<file path="src/rtl/aes_enc_scheduler.sv">
// rtl/aes_enc_scheduler.sv - shares one AES-128 encrypt datapath between requesters A and B
// Round-robin arbiter with held core inputs, settle countdown and a tagged response register.
module aes_enc_scheduler #(
  parameter int LATENCY   = 50,
  parameter int KEY_EXTRA = 20
) (
  input  logic         clk,
  input  logic         reset,
  input  logic         a_valid,
  output logic         a_ready,
  input  logic [127:0] a_plain,
  input  logic [127:0] a_key,
  input  logic         b_valid,
  output logic         b_ready,
  input  logic [127:0] b_plain,
  input  logic [127:0] b_key,
  output logic [127:0] core_plain,
  output logic [127:0] core_key,
  input  logic [127:0] core_cipher,
  output logic         rsp_valid,
  input  logic         rsp_ready,
  output logic         rsp_id,
  output logic [127:0] rsp_cipher,
  output logic         busy
);

  typedef enum logic [1:0] {
    S_IDLE = 2'd0,
    S_WAIT = 2'd1,
    S_DONE = 2'd2
  } state_t;

  localparam logic [7:0] SHORT_M1 = 8'(LATENCY - 1);
  localparam logic [7:0] LONG_M1  = 8'(LATENCY + KEY_EXTRA - 1);

  state_t       state_q, state_d;
  logic [7:0]   counter_q, counter_d;
  logic [127:0] core_plain_q, core_plain_d;
  logic [127:0] core_key_q, core_key_d;
  logic         key_known_q, key_known_d;
  logic         last_served_q, last_served_d;
  logic         id_q, id_d;
  logic         rsp_valid_q, rsp_valid_d;
  logic         rsp_id_q, rsp_id_d;
  logic [127:0] rsp_cipher_q, rsp_cipher_d;

  logic         idle;
  logic         grant_b;
  logic         accept;
  logic [127:0] sel_plain;
  logic [127:0] sel_key;
  logic         key_change;

  // On a tie, the requester that was not served last wins (last_served: 0 = A, 1 = B).
  assign idle       = (state_q == S_IDLE);
  assign grant_b    = b_valid && (!a_valid || !last_served_q);
  assign a_ready    = idle && a_valid && !grant_b;
  assign b_ready    = idle && grant_b;
  assign accept     = idle && (a_valid || b_valid);
  assign sel_plain  = grant_b ? b_plain : a_plain;
  assign sel_key    = grant_b ? b_key : a_key;
  assign key_change = !key_known_q || (sel_key != core_key_q);

  always_comb begin
    state_d       = state_q;
    counter_d     = counter_q;
    core_plain_d  = core_plain_q;
    core_key_d    = core_key_q;
    key_known_d   = key_known_q;
    last_served_d = last_served_q;
    id_d          = id_q;
    rsp_valid_d   = rsp_valid_q;
    rsp_id_d      = rsp_id_q;
    rsp_cipher_d  = rsp_cipher_q;
    case (state_q)
      S_IDLE: begin
        if (accept) begin
          core_plain_d = sel_plain;
          core_key_d   = sel_key;
          id_d         = grant_b;
          counter_d    = key_change ? LONG_M1 : SHORT_M1;
          key_known_d  = 1'b1;
          state_d      = S_WAIT;
        end
      end
      S_WAIT: begin
        if (counter_q != 8'd0) begin
          counter_d = counter_q - 8'd1;
        end else begin
          rsp_cipher_d = core_cipher;
          rsp_id_d     = id_q;
          rsp_valid_d  = 1'b1;
          state_d      = S_DONE;
        end
      end
      S_DONE: begin
        if (rsp_ready) begin
          rsp_valid_d   = 1'b0;
          last_served_d = id_q;
          state_d       = S_IDLE;
        end
      end
      default: state_d = S_IDLE;
    endcase
  end

  always_ff @(posedge clk) begin
    if (reset) begin
      state_q       <= S_IDLE;
      counter_q     <= 8'd0;
      core_plain_q  <= '0;
      core_key_q    <= '0;
      key_known_q   <= 1'b0;
      last_served_q <= 1'b1;
      id_q          <= 1'b0;
      rsp_valid_q   <= 1'b0;
      rsp_id_q      <= 1'b0;
      rsp_cipher_q  <= '0;
    end else begin
      state_q       <= state_d;
      counter_q     <= counter_d;
      core_plain_q  <= core_plain_d;
      core_key_q    <= core_key_d;
      key_known_q   <= key_known_d;
      last_served_q <= last_served_d;
      id_q          <= id_d;
      rsp_valid_q   <= rsp_valid_d;
      rsp_id_q      <= rsp_id_d;
      rsp_cipher_q  <= rsp_cipher_d;
    end
  end

  assign core_plain = core_plain_q;
  assign core_key   = core_key_q;
  assign rsp_valid  = rsp_valid_q;
  assign rsp_id     = rsp_id_q;
  assign rsp_cipher = rsp_cipher_q;
  assign busy       = (state_q != S_IDLE);

endmodule

</file>
<file path="config.mk">
export PLATFORM = sky130hd
export DESIGN_NAME = aes_enc_scheduler
export DESIGN_NICKNAME = d
export VERILOG_FILES = /design/src/rtl/aes_enc_scheduler.sv
export SDC_FILE = /design/constraint.sdc
export NUM_CORES = 1
export LEC_CHECK = 0
export CORE_AREA = 2 2 406 408
export CTS_BUF_LIST = sky130_fd_sc_hd__clkbuf_16
export DETAILED_ROUTE_END_ITERATION = 6
export DIE_AREA = 0 0 408 410
export GPL_ROUTABILITY_DRIVEN = 0
export GPL_TIMING_DRIVEN = 0
export PLACE_DENSITY_LB_ADDON = 0.12
export SYNTH_ARGS = -nofsm -noshare
export SYNTH_HDL_FRONTEND = slang
export SYNTH_SLANG_ARGS = --single-unit
</file>
<file path="constraint.sdc">
create_clock -name clk -period 8.93 [get_ports clk]
set_clock_uncertainty 0.1 [all_clocks]
set_input_delay 0.893 -clock clk [delete_from_list [all_inputs] [get_ports clk]]
set_output_delay 0.893 -clock clk [all_outputs]
set_load 0.01 [all_outputs]
</file>
==> summary.txt <==
Outcome
  • Status: finished, final reports clean

Synth
  • Adder-Cell Fraction of Synth Area: 0.138%
  • Largest family of logic cells by synthesized area: simple AND/OR/NAND/NOR gates
  • Post-synth top flop: dfxtp_1
  • Simple-gate share of the synthesized area: 21.0%
  • Number of flops mapped to enable cells by yosys: 0
  • YS warnings: 0
  • Gate Count Post-Synth: 2255
  • Syn_nets: 2902
  • Count of cell types in the netlist: 57
  • Post-Syn Area: 18100 µm²
  • XOR/XNOR Fraction of Synth Area: around 2.5%
  • Avg Synthesized Cell Area: 8.02 µm²
  • FF+latch count, synth: 399
  • Post-synthesis compound-gate area fraction: 20.4%
  • Post-synthesis mux area share: 6.79%
  • Sequential share of the synthesized area: between 40% and 50%
  • Asr flop ratio synth: 0%

Finish
  • Core Util, Final: 20.2%
  • Fill count: roughly 18k
  • Most frequent cells in the layout: clkdlybuf4s50_1, nand2_1, dfxtp_1
  • Post-route cell area: 33000 µm²
  • Layout cells sized above 1: 3.03%
  • Finished Layout Cells: 5601
  • Most common cell after layout, fill and taps aside: clkdlybuf4s50_1
  • Count of nets after finishing: 3995
  • Area delta synth->final: 82.6%

Clocking
  • CTS tree: built
  • Setup bufs post-CTS: 0
  • Max clock buf depth: 3
  • Clock sink count: 399
  • CTS Buf Count: 57
  • Worst-path clk slew: 0.06 ns
  • Hold-fix buffers, CTS: 0
  • Root Driver: clkbuf_16
  • H-tree depth: 2
  • Skew-Pair Late Insertion Delay: 0.69 ns
  • Post-CTS Resized: 0

Worst hold path
  • Hold Path Depth: 2
  • Worst hold start: rsp_cipher[69]
  • Hold/Removal Path Class: reg2reg
  • Hold Path End: rsp_cipher[69]

Critical path
  • Worst EP arrival: around 4.7 ns
  • Critical path required time: 7.94 ns
  • R2R setup slack: 4.07 ns
  • Crit path max-delay cell type: clkbuf_1
  • Critical Path Max Stage Delay: roughly 0.82 ns
  • CP endpoint kind: output pin
  • Critical R2R Launch: last_served_q
  • Crit start category: input port
  • CP Class: in2out
  • Max FO, Critical Path: 10
  • FF-to-FF path depth: 9
  • Worst r2r dst: counter_q[6]
  • Setup crit start: a_valid
  • Worst-path cell chain: clkdlybuf4s50_1 -> a21bo_2 -> clkbuf_1 -> clkbuf_1 -> buf_2 -> nor2_1 -> clkdlybuf4s50_1

Detailed routing
  • # DRC: 0
  • Drt pass-1 iters: 5
  • Routed Antenna Nets: 0
  • Avg WL per Cell: 28.5 µm
  • Total Wirelength: 160000 µm
  • Initial DRC Count: between 1k and 1.5k
  • Via count: 21.7k
  • Detailed-route vias per instance: between 3 and 4

Floorplan
  • Starting Density: roughly 11%
  • # rows: around 150
  • DIE HEIGHT: 410 µm
  • Core area: 163000 µm²
  • # IOs: 1034
  • Die Footprint: 167000 µm²
  • Die Span X: between 400 and 500 µm

Global routing
  • Largest net degree at the start of global routing: 17
  • Vias in the first global route: between 20k and 25k
  • Initial antenna violation count: 52
  • Grt total ovfl: 0
  • First-pass GRT wire length: 208000 µm
  • Tot GR Track Use: 18.3%

Timing
  • RSZ-0062 raised after global routing: false
  • Fmax: about 0.18 GHz
  • Relative slew slack: 6.84%
  • Final setup violation count: 0
  • Slew @ Worst Pin: 1.40 ns
  • Final Hold Viols: 0
  • Period minus WS final: roughly 5.7 ns
  • Setup TNS: 0 ns
  • Slew Limit Fails: 0
  • Period utilization: between 60% and 70%

Placed design
  • Number of port buffers: slightly above 1k
  • Post-DP Area: 31200 µm²
  • DP Wirelength: 132000 µm
  • Placed cell count: 5478

Power
  • PD cells: around 210 nW/µm²
  • Total chip power: 0.00706 W
  • P_leak: 11.4 nW
  • Maximum VDD drop: 0.000142 V

Run
  • Total of max-cap violations: 0
==> stage by stage <==
step / hold WS (ns) / setup WS, ns
after floorplan: 0.340 / 5.52
after global placement: 0.343 / 2.23
after detailed placement: 0.346 / 2.89
after CTS: 0.354 / 2.87
after global routing: 0.363 / 2.91
final: 0.352 / 3.25
==> critical path: cells and delay by family <==
family	cells	cell delay [ns]
compound gates	1	0.40
buf+inv	5	3.21
simple gates	1	0.13
==> sequential cells by signal (all words and copies together), names as in the netlist <==
signal and cells:
counter_q 8, rsp_id 1, core_key 128, core_plain 128, state_q 2, id_q 1
last_served_q 1, rsp_valid 1, key_known_q 1, rsp_cipher 128
==> where the power goes <==
| part | leakage [nW] | internal [W] | switching (W) |
|---|---|---|---|
| sequential | 3.29 | 0.00205 | 0.000258 |
| clock | 0.934 | 0.00127 | 0.00102 |
| combinational | 7.21 | 0.00104 | 0.00142 |
==> synth_stat cells, drive strengths merged (3+ instances only) <==
| library cell | instances | area (µm²) |
|---|---|---|
| nand2 | 566 | 2120 |
| dfxtp | 399 | 7990 |
| nor2 | 296 | 1110 |
| clkbuf | 156 | 586 |
| a311oi | 147 | 1290 |
| a21oi | 143 | 716 |
| mux2i | 120 | 1200 |
| a211oi | 117 | 878 |
| inv | 40 | 150 |
| xnor2 | 34 | 298 |
| o22ai | 24 | 150 |
| buf | 21 | 161 |
| nand2b | 21 | 131 |
| xor2 | 17 | 149 |
| o21ai | 14 | 77.6 |
| nor4 | 13 | 81.3 |
| nand4 | 12 | 75.1 |
| nor2b | 12 | 75.1 |
| o2bb2ai | 12 | 105 |
| nor3 | 9 | 45.0 |
| a221oi | 8 | 70.1 |
| a22oi | 8 | 60.1 |
| nand3 | 8 | 40.0 |
| a22o | 5 | 43.8 |
| o2111ai | 5 | 43.8 |
| o221ai | 5 | 43.8 |
| a2111oi | 4 | 35.0 |
| or4 | 4 | 33.8 |
| a222oi | 3 | 30.0 |
| or3 | 3 | 18.8 |
==> kinds of logic (layout without fill, tap and decap cells) <==
group | count (synthesis) | in the layout
AOI/OAI and AO/OA | 512 | 512
xor gates and xnor gates | 51 | 51
adders and majority gates | 2 | 2
buffers and inverters | 217 | 1356
DFF | 399 | 399
muxes | 122 | 122
other | 0 | 18
and+or+nand+nor | 952 | 952
==> area by class of cell <==
cell class              instances  area [µm²]  share of cell area (%)
flip-flops and latches        399        7990                    24.2
clock inverters                48         362                    1.10
diodes                         18        45.0                   0.136
clock buffers                  57        1430                    4.32
plain buffers                 177         751                    2.27
inverters                      40         150                   0.455
repair buffers               1034       10400                    31.4
multi-input cells            1639        9190                    27.9
well taps                    2189        2740                    8.30
==> per-layer routing <==
| layer | vias to the layer above | part of all wire, % | global-route usage [%] |
|---|---|---|---|
| met5 | - | 0.22 | 0.0575 |
| met4 | 64 | 2.7 | 5.33 |
| met3 | 212 | 8.0 | 5.99 |
| met2 | 868 | 49 | 31.6 |
| met1 | 10400 | 40 | 21.4 |
| li1 | 10200 | - | - |
==> worst max path at each step <==
stage	endpoint	slack, ns	depth (start not counted)
after floorplan	counter_q[4]	5.52	10
after global placement	b_ready	2.23	7
after detailed placement	b_ready	2.89	7
after CTS	b_ready	2.87	7
after global routing	b_ready	2.91	7
final	b_ready	3.25	7
No activity file was read; power rests on OpenSTA's default activity.
